--- src/rtl/lsm303_accel_poller_if.sv ---
// Command/response bus between the LSM303 poller and the I2C interface FSM.
// The poller is the master (issues commands), the I2C engine is the slave.
interface lsm303_accel_poller_if;
   logic [6:0]  SlaveAddress;
   logic [6:0]  SubAddress;
   logic        ReadWrite;
   logic [7:0]  WriteData;
   logic [7:0]  BytesToRead;
   logic        I2CStart;
   logic        I2CDone;
   logic        I2CAckError;
   logic [31:0] ReadData;

   modport master (
      output SlaveAddress, SubAddress, ReadWrite, WriteData, BytesToRead, I2CStart,
      input  I2CDone, I2CAckError, ReadData
   );

   modport slave (
      input  SlaveAddress, SubAddress, ReadWrite, WriteData, BytesToRead, I2CStart,
      output I2CDone, I2CAckError, ReadData
   );
endinterface

--- src/rtl/lsm303_accel_poller.sv ---
// Autonomous LSM303 accelerometer sequencer: one configuration write, then
// periodic X/Y and Z burst reads reassembled into signed 16-bit samples.
module lsm303_accel_poller #(
   parameter logic [6:0]  SLAVE_ADDR     = 7'h19,
   parameter logic [6:0]  CTRL_REG       = 7'h20,
   parameter logic [7:0]  CTRL_VALUE     = 8'h57,
   parameter logic [6:0]  OUT_REG        = 7'h28,
   parameter logic [23:0] POLL_CYCLES    = 24'd100000,
   parameter logic [23:0] TIMEOUT_CYCLES = 24'd50000
) (
   input  logic                         FSM_Clk,
   input  logic                         Reset,
   input  logic                         Enable,
   lsm303_accel_poller_if.master        bus,
   output logic [15:0]                  AccelX,
   output logic [15:0]                  AccelY,
   output logic [15:0]                  AccelZ,
   output logic                         SampleValid,
   output logic [15:0]                  SampleCount,
   output logic [7:0]                   ErrorCount,
   output logic                         Configured
);

   typedef enum logic [3:0] {
      ST_IDLE, ST_INIT_REQ, ST_INIT_WAIT, ST_PERIOD,
      ST_XY_REQ, ST_XY_WAIT, ST_Z_REQ, ST_Z_WAIT, ST_PUBLISH
   } state_t;

   state_t      state_q;
   logic [23:0] period_cnt_q;
   logic [23:0] wait_cnt_q;
   logic [6:0]  slave_addr_q;
   logic [6:0]  sub_addr_q;
   logic        read_write_q;
   logic [7:0]  write_data_q;
   logic [7:0]  bytes_to_read_q;
   logic        start_q;
   logic [15:0] x_tmp_q;
   logic [15:0] y_tmp_q;
   logic [15:0] accel_x_q;
   logic [15:0] accel_y_q;
   logic [15:0] accel_z_q;
   logic        valid_q;
   logic [15:0] sample_cnt_q;
   logic [7:0]  err_cnt_q;
   logic        configured_q;

   logic in_wait;
   logic wait_ok;
   logic wait_fail;

   // Done beats the timeout when both land in the same cycle.
   always_comb begin
      in_wait   = (state_q == ST_INIT_WAIT) || (state_q == ST_XY_WAIT) || (state_q == ST_Z_WAIT);
      wait_ok   = in_wait && bus.I2CDone && !bus.I2CAckError;
      wait_fail = in_wait && ((bus.I2CDone && bus.I2CAckError) ||
                              (!bus.I2CDone && (wait_cnt_q == TIMEOUT_CYCLES)));
   end

   always_ff @(posedge FSM_Clk or posedge Reset) begin
      if (Reset) begin
         state_q         <= ST_IDLE;
         period_cnt_q    <= '0;
         wait_cnt_q      <= '0;
         slave_addr_q    <= '0;
         sub_addr_q      <= '0;
         read_write_q    <= 1'b0;
         write_data_q    <= '0;
         bytes_to_read_q <= '0;
         start_q         <= 1'b0;
         x_tmp_q         <= '0;
         y_tmp_q         <= '0;
         accel_x_q       <= '0;
         accel_y_q       <= '0;
         accel_z_q       <= '0;
         valid_q         <= 1'b0;
         sample_cnt_q    <= '0;
         err_cnt_q       <= '0;
         configured_q    <= 1'b0;
      end else begin
         start_q <= 1'b0;
         valid_q <= 1'b0;

         if (wait_fail && (err_cnt_q != 8'hFF)) begin
            err_cnt_q <= err_cnt_q + 8'd1;
         end

         unique case (state_q)
            ST_IDLE: begin
               if (Enable) begin
                  if (configured_q) begin
                     state_q      <= ST_PERIOD;
                     period_cnt_q <= POLL_CYCLES - 24'd1;
                  end else begin
                     state_q         <= ST_INIT_REQ;
                     slave_addr_q    <= SLAVE_ADDR;
                     sub_addr_q      <= CTRL_REG;
                     read_write_q    <= 1'b0;
                     write_data_q    <= CTRL_VALUE;
                     bytes_to_read_q <= 8'd0;
                     start_q         <= 1'b1;
                  end
               end
            end

            ST_PERIOD: begin
               if (period_cnt_q != 24'd0) begin
                  period_cnt_q <= period_cnt_q - 24'd1;
               end else if (!Enable) begin
                  state_q <= ST_IDLE;
               end else if (!configured_q) begin
                  state_q         <= ST_INIT_REQ;
                  slave_addr_q    <= SLAVE_ADDR;
                  sub_addr_q      <= CTRL_REG;
                  read_write_q    <= 1'b0;
                  write_data_q    <= CTRL_VALUE;
                  bytes_to_read_q <= 8'd0;
                  start_q         <= 1'b1;
               end else begin
                  state_q         <= ST_XY_REQ;
                  slave_addr_q    <= SLAVE_ADDR;
                  sub_addr_q      <= OUT_REG;
                  read_write_q    <= 1'b1;
                  write_data_q    <= 8'd0;
                  bytes_to_read_q <= 8'd4;
                  start_q         <= 1'b1;
               end
            end

            ST_INIT_REQ: begin
               wait_cnt_q <= '0;
               state_q    <= ST_INIT_WAIT;
            end

            ST_XY_REQ: begin
               wait_cnt_q <= '0;
               state_q    <= ST_XY_WAIT;
            end

            ST_Z_REQ: begin
               wait_cnt_q <= '0;
               state_q    <= ST_Z_WAIT;
            end

            ST_INIT_WAIT: begin
               if (wait_ok || wait_fail) begin
                  configured_q <= wait_ok;
                  state_q      <= ST_PERIOD;
                  period_cnt_q <= POLL_CYCLES - 24'd1;
               end else begin
                  wait_cnt_q <= wait_cnt_q + 24'd1;
               end
            end

            ST_XY_WAIT: begin
               if (wait_ok) begin
                  x_tmp_q         <= bus.ReadData[15:0];
                  y_tmp_q         <= bus.ReadData[31:16];
                  state_q         <= ST_Z_REQ;
                  sub_addr_q      <= OUT_REG + 7'd4;
                  read_write_q    <= 1'b1;
                  write_data_q    <= 8'd0;
                  bytes_to_read_q <= 8'd2;
                  start_q         <= 1'b1;
               end else if (wait_fail) begin
                  state_q      <= ST_PERIOD;
                  period_cnt_q <= POLL_CYCLES - 24'd1;
               end else begin
                  wait_cnt_q <= wait_cnt_q + 24'd1;
               end
            end

            // Z goes straight to the output so all three axes update on the
            // edge that enters PUBLISH, together with SampleValid.
            ST_Z_WAIT: begin
               if (wait_ok) begin
                  accel_x_q    <= x_tmp_q;
                  accel_y_q    <= y_tmp_q;
                  accel_z_q    <= bus.ReadData[15:0];
                  valid_q      <= 1'b1;
                  sample_cnt_q <= sample_cnt_q + 16'd1;
                  state_q      <= ST_PUBLISH;
               end else if (wait_fail) begin
                  state_q      <= ST_PERIOD;
                  period_cnt_q <= POLL_CYCLES - 24'd1;
               end else begin
                  wait_cnt_q <= wait_cnt_q + 24'd1;
               end
            end

            ST_PUBLISH: begin
               state_q      <= ST_PERIOD;
               period_cnt_q <= POLL_CYCLES - 24'd1;
            end

            default: state_q <= ST_IDLE;
         endcase
      end
   end

   assign bus.SlaveAddress = slave_addr_q;
   assign bus.SubAddress   = sub_addr_q;
   assign bus.ReadWrite    = read_write_q;
   assign bus.WriteData    = write_data_q;
   assign bus.BytesToRead  = bytes_to_read_q;
   assign bus.I2CStart     = start_q;
   assign AccelX           = accel_x_q;
   assign AccelY           = accel_y_q;
   assign AccelZ           = accel_z_q;
   assign SampleValid      = valid_q;
   assign SampleCount      = sample_cnt_q;
   assign ErrorCount       = err_cnt_q;
   assign Configured       = configured_q;

endmodule
--- src/flat_wrapper.sv ---
// flat-port wrapper written by rule: the top's interface ports become plain ports
module lsm303_accel_poller_flat 
#(
   parameter logic [6:0]  SLAVE_ADDR     = 7'h19,
   parameter logic [6:0]  CTRL_REG       = 7'h20,
   parameter logic [7:0]  CTRL_VALUE     = 8'h57,
   parameter logic [6:0]  OUT_REG        = 7'h28,
   parameter logic [23:0] POLL_CYCLES    = 24'd100000,
   parameter logic [23:0] TIMEOUT_CYCLES = 24'd50000
)
  (FSM_Clk, Reset, Enable, AccelX, AccelY, AccelZ, SampleValid, SampleCount, ErrorCount, Configured, bus_SlaveAddress, bus_SubAddress, bus_ReadWrite, bus_WriteData, bus_BytesToRead, bus_I2CStart, bus_I2CDone, bus_I2CAckError, bus_ReadData);
  lsm303_accel_poller_if bus_i ();
  input  logic FSM_Clk;
  input  logic Reset;
  input  logic Enable;
  output logic [15:0] AccelX;
  output logic [15:0] AccelY;
  output logic [15:0] AccelZ;
  output logic SampleValid;
  output logic [15:0] SampleCount;
  output logic [7:0] ErrorCount;
  output logic Configured;
  output wire logic [$bits(bus_i.SlaveAddress)-1:0] bus_SlaveAddress;
  output wire logic [$bits(bus_i.SubAddress)-1:0] bus_SubAddress;
  output wire logic [$bits(bus_i.ReadWrite)-1:0] bus_ReadWrite;
  output wire logic [$bits(bus_i.WriteData)-1:0] bus_WriteData;
  output wire logic [$bits(bus_i.BytesToRead)-1:0] bus_BytesToRead;
  output wire logic [$bits(bus_i.I2CStart)-1:0] bus_I2CStart;
  input wire logic [$bits(bus_i.I2CDone)-1:0] bus_I2CDone;
  input wire logic [$bits(bus_i.I2CAckError)-1:0] bus_I2CAckError;
  input wire logic [$bits(bus_i.ReadData)-1:0] bus_ReadData;
  assign bus_SlaveAddress = bus_i.SlaveAddress;
  assign bus_SubAddress = bus_i.SubAddress;
  assign bus_ReadWrite = bus_i.ReadWrite;
  assign bus_WriteData = bus_i.WriteData;
  assign bus_BytesToRead = bus_i.BytesToRead;
  assign bus_I2CStart = bus_i.I2CStart;
  assign bus_i.I2CDone = bus_I2CDone;
  assign bus_i.I2CAckError = bus_I2CAckError;
  assign bus_i.ReadData = bus_ReadData;
  lsm303_accel_poller #(.SLAVE_ADDR(SLAVE_ADDR), .CTRL_REG(CTRL_REG), .CTRL_VALUE(CTRL_VALUE), .OUT_REG(OUT_REG), .POLL_CYCLES(POLL_CYCLES), .TIMEOUT_CYCLES(TIMEOUT_CYCLES)) u_core (.FSM_Clk(FSM_Clk), .Reset(Reset), .Enable(Enable), .bus(bus_i), .AccelX(AccelX), .AccelY(AccelY), .AccelZ(AccelZ), .SampleValid(SampleValid), .SampleCount(SampleCount), .ErrorCount(ErrorCount), .Configured(Configured));
endmodule
--- config.mk ---
export PLATFORM = sky130hd
export DESIGN_NAME = lsm303_accel_poller_flat
export DESIGN_NICKNAME = d
export VERILOG_FILES = /design/src/rtl/lsm303_accel_poller_if.sv /design/src/rtl/lsm303_accel_poller.sv /design/src/flat_wrapper.sv
export SDC_FILE = /design/constraint.sdc
export NUM_CORES = 1
export LEC_CHECK = 0
export CAP_MARGIN = 20
export CORE_ASPECT_RATIO = 0.6
export CORE_MARGIN = 2
export CORE_UTILIZATION = 45
export CTS_BUF_LIST = sky130_fd_sc_hd__clkbuf_4 sky130_fd_sc_hd__clkbuf_8
export DETAILED_ROUTE_END_ITERATION = 10
export GPL_TIMING_DRIVEN = 1
export PLACE_DENSITY = 0.7
export SLEW_MARGIN = 20
export SYNTH_ARGS = -nofsm -noshare
export SYNTH_HDL_FRONTEND = slang
export SYNTH_SLANG_ARGS = --single-unit
--- constraint.sdc ---
create_clock -name FSM_Clk -period 13.9 [get_ports FSM_Clk]
set_input_delay 1.39 -clock FSM_Clk [delete_from_list [all_inputs] [get_ports FSM_Clk]]
set_output_delay 1.39 -clock FSM_Clk [all_outputs]
set_load 0.05 [all_outputs]
; After elaboration in Yosys (flattened, before gate mapping)
; Index checks and enable logic that the tools add are counted.
[word_totals]
input_bits = 37
out_inout_bits = 106
ff_bits = 190
[op_classes]
add_sub_neg = 4
reduce_logical = 28
n_mux = 61
eq_ne = 22
[op_table]
columns = cell, n
row1 = $mux 24, 9
row2 = $pmux 24 s5, 1
row3 = $mux 8, 10
row4 = $pmux 24 s3, 1
row5 = $mux 7, 10
row6 = $pmux 8 s3, 2
row7 = $pmux 4 s9, 1
row8 = $mux 4, 8
row9 = $add 24x1->24 const B, 1
row10 = $eq 24x16->1 const B, 1
row11 = $reduce_bool 24->1, 1
row12 = $sub 24x1->24 const B, 1
row13 = $pmux 7 s3, 1
row14 = $add 16x1->16 const B, 1
row15 = $eq 4x3->1 const B, 4
row16 = $ne 2x2->1 const B, 8
row17 = $pmux 7 s2, 1
row18 = $mux 1, 12
row19 = $add 8x1->8 const B, 1
row20 = $eq 4x2->1 const B, 2
row21 = $ne 2x1->1 const B, 4
row22 = $ne 8x8->1 const B, 1
row23 = $reduce_and 7->1, 1
row24 = $logic_and 1x1->1, 6
row25 = 18 further kinds, 27

; Logic depth before layout (Yosys ltp)
[logic_depth]
depth_word = 8
ltp_mapped = 8
depth_no_buf = 7

; Worst setup path before layout
; Ideal clock, no wire load.
[synth_path]
kind = input -> register
start = in bus_I2CAckError
end = reg u_core.accel_z_q[0], in the netlist u_core.AccelZ[0]
slack_ns = 11.072
arrival_ns = 2.703
path_stages = 6
n_path_buf = 3
cell_sequence = nand2b_1 > clkbuf_1 > nor4_2 > buf_2 > buf_2 > mux2_2
[synth_between]
elab_chain_cells = 3
[synth_rtl]
columns = item, line
row1 = "start, declared", flat_wrapper.sv:30  ; input wire logic [$bits(bus_i.I2CAckError)-1:0] bus_I2CAckError;
row2 = $logic_not 1->1, lsm303_accel_poller.sv:55  ; wait_ok = in_wait && bus.I2CDone && !bus.I2CAckError;
row3 = $logic_and 1x1->1, lsm303_accel_poller.sv:55
row4 = $reduce_and 2->1 (no source line), -
row5 = "end signal, assigned", lsm303_accel_poller.sv:179  ; accel_z_q <= bus.ReadData[15:0];
row6 = "end, declared", lsm303_accel_poller.sv:42  ; logic [15:0] accel_z_q;
; No other way between the ends.
; A chain may end at the register's enable or synchronous reset.

; Worst setup path in the final report
[layout_path]
start = in bus_I2CDone
end = reg u_core.sample_cnt_q[13], in the netlist u_core.SampleCount[13]
[layout_between]
elab_chain_cells = 3
[layout_rtl]
columns = item, line
row1 = "start, declared", flat_wrapper.sv:29  ; input wire logic [$bits(bus_i.I2CDone)-1:0] bus_I2CDone;
row2 = $logic_and 1x1->1 (2 in a row), lsm303_accel_poller.sv:55
row3 = $reduce_and 2->1 (no source line), -
row4 = "end signal, assigned", lsm303_accel_poller.sv:181  ; sample_cnt_q <= sample_cnt_q + 16'd1;
row5 = "end, declared", lsm303_accel_poller.sv:44  ; logic [15:0] sample_cnt_q;
; No other way between the ends.

==> impl_metrics.env <==
export IMPL_synthDominantCellAreaShare_pct=50.5
export IMPL_tritoncts="yes"
export IMPL_vias_per_cell=5.54
export IMPL_run_status="finished clean"
export IMPL_power_switching_share_pct=43.5
export IMPL_final_layout_size_suffix_gt1_share_pct=17.7
export IMPL_place_ws_ns=10.0
export IMPL_report_final_slew_viol_count=0
export IMPL_postCtsHoldBufs=0
export IMPL_p_per_area_mw_per_mm2=167
export IMPL_grt_pass1_vias=5538
export IMPL_postSynthAreaPerCell_sq_um=11.3
export IMPL_routedWlPerCell_um=17.1
export IMPL_cp_startpoint="bus_I2CDone"
export IMPL_postCtsResizedCells=0
export IMPL_clockBufferDepth=2
export IMPL_floorplan_core_area_sq_mm=0.0179
export IMPL_num_io_pins=143
export IMPL_die_w_um=178
export IMPL_synth_async_sr_flop_share_pct=100
export IMPL_netlist_area_sq_mm=0.00818
export IMPL_syn_to_final_growth_pct=21.5
export IMPL_clkSlewWorstSetupHoldPaths_ns=0.10
export IMPL_setup_total_negative_slack_ns=0
export IMPL_critical_path_reg2reg_startpoint="u_core.period_cnt_q[0]"
export IMPL_finalWorstPathRequiredPeriod_ns=3.44
export IMPL_pint_mw=0.936
export IMPL_global_route_wire_length_before_repair_um=29700
export IMPL_clock_fmax_mhz=291
export IMPL_cts_sinks=165
export IMPL_insertion_delay_ns=0.47
export IMPL_power_net_switching_mw=0.722
export IMPL_initial_utilization_pct=45.6
export IMPL_ys_top_cells_by_area="sky130_fd_sc_hd__dfrtp_1 50%, sky130_fd_sc_hd__mux2_2 12%, sky130_fd_sc_hd__buf_4 2.7%"
export IMPL_ys_ff_latch=165
export IMPL_num_vias=5999
export IMPL_cts_htree_levels=4
export IMPL_cts_root_buffer="sky130_fd_sc_hd__clkbuf_8"
export IMPL_synth_top_cell_by_area="sky130_fd_sc_hd__dfrtp_1"
export IMPL_synth_edf_count=0
export IMPL_post_route_skew_ns=0.0215
export IMPL_gr_total_overflow=0
export IMPL_antenna_cells=0
export IMPL_data_required_time_of_the_worst_path_ns=14.25
export IMPL_die_area_sq_mm=0.0193
export IMPL_final_nets=873
export IMPL_drv_max_cap_violation_count=0
export IMPL_final_hold_viol_count=0
export IMPL_final_setup_viol_count=0
export IMPL_part_of_the_yosys_area_used_for_sequential_elements_pct=50.5
export IMPL_seqPwrFrac_pct=38.9
export IMPL_setup_slack_ns=10.46
export IMPL_power_share_combinational_pct=39.9
export IMPL_synth_distinct_cells=74
export IMPL_cts_buffers=17
export IMPL_grt_antenna_before_repair=0
export IMPL_core_rowCount=38
export IMPL_clkPwrFrac_pct=21.2
export IMPL_synthesis_instances=724
export IMPL_largest_net_degree_at_the_start_of_global_routing=103
export IMPL_postPlaceCellArea_sq_mm=0.00949
export IMPL_die_h_um=108
export IMPL_max_slew_worst_pin_slew_ns=1.03
export IMPL_power_mw=1.66
export IMPL_drt_total_wl_um=18600
export IMPL_postRouteAntennaNets=0
export IMPL_max_slew_margin_rel_pct=31.4
export IMPL_ir_drop_mv=0.0726
export IMPL_cp_data_arrival_time_ns=3.80
export IMPL_yosys_warnings=0
export IMPL_cp_startpoint_kind="primary input"
export IMPL_post_route_drc_count=0
export IMPL_detail_route_iter0_violations=625
export IMPL_worst_setup_path_end_kind="flop"
export IMPL_portBuffers=125
export IMPL_timing_hold_worst_start="u_core.bus.SubAddress[5]"
export IMPL_gpl_final_weighted_congestion=0.840
export IMPL_layout_worst_path_cycle_share_pct=24.8
export IMPL_dp_hpwl_um=12800
export IMPL_yosys_most_used_dff="sky130_fd_sc_hd__dfrtp_1"
export IMPL_grt_total_usage_pct=19.7
export IMPL_r2r_slack_ns=11.01
export IMPL_p_leak_nw=4.25
export IMPL_rsz0062_at_grt="no"
export IMPL_drtPass1Iterations=5
export IMPL_stdcell_area_sq_mm=0.00994
export IMPL_holdCritPathClass="reg2reg"
export IMPL_cts_post_setup_buffers_inserted=0
export IMPL_worstSetupPathType="in2reg"
export IMPL_largest_fanout_of_any_net_on_the_critical_path=58
power by group through the flow:
stage               logic, mW  clock network, mW  registers, mW
finish                  0.662              0.351          0.644
global route            0.709              0.384          0.657
CTS                     0.665              0.360          0.643
detailed placement      0.663                  0          0.653
global placement        0.654                  0          0.650
floorplan               0.341                  0          0.787
routing by layer:
layer | wire [um] | track usage, %
met5 | 0 | 0
met4 | 207 | 6.03
met3 | 1520 | 4.08
met2 | 7670 | 27.3
met1 | 9160 | 30.5
per-stage QoR:
stage,utilization (%),hold slack [ns],std cells
4_1_cts,55.3,0.479,1082
5_1_grt,55.4,0.503,1083
6_report,55.4,0.478,1083
3_5_place_dp,52.9,0.457,1050
2_1_floorplan,-,0.474,740
3_3_place_gp,52.9,0.457,1050
cells in the final DEF, fill, tap and decap left out, types with 8 or more instances in the layout:
| cell type | Yosys | layout |
|---|---|---|
| sky130_fd_sc_hd__a211oi_1 | 8 | 8 |
| sky130_fd_sc_hd__clkbuf_8 | 0 | 17 |
| sky130_fd_sc_hd__nand2_1 | 51 | 51 |
| sky130_fd_sc_hd__nand2b_1 | 18 | 18 |
| sky130_fd_sc_hd__dfrtp_1 | 165 | 165 |
| sky130_fd_sc_hd__inv_1 | 21 | 20 |
| sky130_fd_sc_hd__clkdlybuf4s50_1 | 0 | 125 |
| sky130_fd_sc_hd__conb_1 | 1 | 17 |
| sky130_fd_sc_hd__and3_1 | 11 | 11 |
| sky130_fd_sc_hd__nand4_1 | 21 | 21 |
| sky130_fd_sc_hd__a21oi_1 | 13 | 13 |
| sky130_fd_sc_hd__nor3_1 | 21 | 21 |
| sky130_fd_sc_hd__nor4_1 | 9 | 9 |
| sky130_fd_sc_hd__o21a_1 | 9 | 9 |
| sky130_fd_sc_hd__mux2_2 | 85 | 85 |
| sky130_fd_sc_hd__nand3_1 | 29 | 29 |
| sky130_fd_sc_hd__nor2_1 | 20 | 20 |
| sky130_fd_sc_hd__xnor2_1 | 20 | 20 |
| sky130_fd_sc_hd__or3_1 | 12 | 12 |
| sky130_fd_sc_hd__mux2i_1 | 18 | 18 |
| sky130_fd_sc_hd__a31oi_1 | 8 | 8 |
| sky130_fd_sc_hd__o21ai_0 | 9 | 9 |
sequential cells by signal, indices dropped and copies added (netlist names), 2 cells and up:
name and count:
u_core.AccelY 16, u_core.AccelX 16, u_core.AccelZ 16, u_core.period_cnt_q 24
u_core.y_tmp_q 16, u_core.x_tmp_q 16, u_core.ErrorCount 8, u_core.state_q 4
u_core.bus.BytesToRead 2, u_core.SampleCount 16, u_core.bus.SubAddress 2, u_core.wait_cnt_q 24
synthesized netlist by cell type (5+ instances only):
library cell and n:
sky130_fd_sc_hd__buf_2 19, sky130_fd_sc_hd__and3_1 11, sky130_fd_sc_hd__dfrtp_1 165, sky130_fd_sc_hd__and2_1 6
sky130_fd_sc_hd__o21ai_0 9, sky130_fd_sc_hd__a211o_1 6, sky130_fd_sc_hd__mux2_2 85, sky130_fd_sc_hd__a211oi_1 8
sky130_fd_sc_hd__xnor2_1 20, sky130_fd_sc_hd__o31ai_1 5, sky130_fd_sc_hd__o21a_1 9, sky130_fd_sc_hd__or3_1 12
sky130_fd_sc_hd__nand3_1 29, sky130_fd_sc_hd__nor3_1 21, sky130_fd_sc_hd__and4_1 6, sky130_fd_sc_hd__o211ai_1 6
sky130_fd_sc_hd__nor2_1 20, sky130_fd_sc_hd__nand4_1 21, sky130_fd_sc_hd__or4_1 5, sky130_fd_sc_hd__inv_1 21
sky130_fd_sc_hd__a21oi_1 13, sky130_fd_sc_hd__a31oi_1 8, sky130_fd_sc_hd__ha_1 6, sky130_fd_sc_hd__nor2b_1 5
sky130_fd_sc_hd__nor4_1 9, sky130_fd_sc_hd__nand2b_1 18, sky130_fd_sc_hd__a21o_1 5, sky130_fd_sc_hd__clkbuf_1 10
sky130_fd_sc_hd__nand2_1 51, sky130_fd_sc_hd__buf_4 29, sky130_fd_sc_hd__mux2i_1 18, sky130_fd_sc_hd__nor3_2 5
cells by family (layout without fill, tap and decap cells):
| kind of cell | Yosys count | count (layout) | synth area share [%] |
|---|---|---|---|
| and+or+nand+nor | 235 | 235 | 16.6 |
| muxes | 104 | 104 | 14.0 |
| DFF | 165 | 165 | 50.5 |
| other | 1 | 17 | 0.0459 |
| AOI/OAI and AO/OA | 109 | 109 | 10.0 |
| xor gates and xnor gates | 23 | 23 | 2.46 |
| buffers and inverters | 81 | 184 | 5.45 |
| adders and majority gates | 6 | 6 | 0.918 |
final cells by class:
class | count | area [sq um]
Tap cell | 240 | 300
Timing Repair Buffer | 131 | 1320
Multi-Input combinational cell | 494 | 3690
Clock inverter | 15 | 188
Clock buffer | 17 | 234
Inverter | 21 | 83.8
Sequential cell | 165 | 4130
Fill cell | 1541 | 7990
final timing paths:
kind | endpoint | cells after the start
min in group asynchronous | u_core.SampleCount[15] | 2
worst min-delay path | u_core.bus.SubAddress[5] | 1
max in group asynchronous | u_core.AccelZ[7] | 3
worst max register to register | u_core.period_cnt_q[19] | 7
worst min register to register | u_core.bus.SubAddress[5] | 1
worst max-delay path | u_core.SampleCount[13] | 7
worst max-delay path, stage by stage:
cell	delay, ns
sky130_fd_sc_hd__clkdlybuf4s50_1	0.57
sky130_fd_sc_hd__nand2b_1	0.30
sky130_fd_sc_hd__nor4_4	0.22
sky130_fd_sc_hd__buf_4	0.63
sky130_fd_sc_hd__and4_1	0.37
sky130_fd_sc_hd__nand4_1	0.13
sky130_fd_sc_hd__xnor2_1	0.14
(Power assumes the default switching activity.)
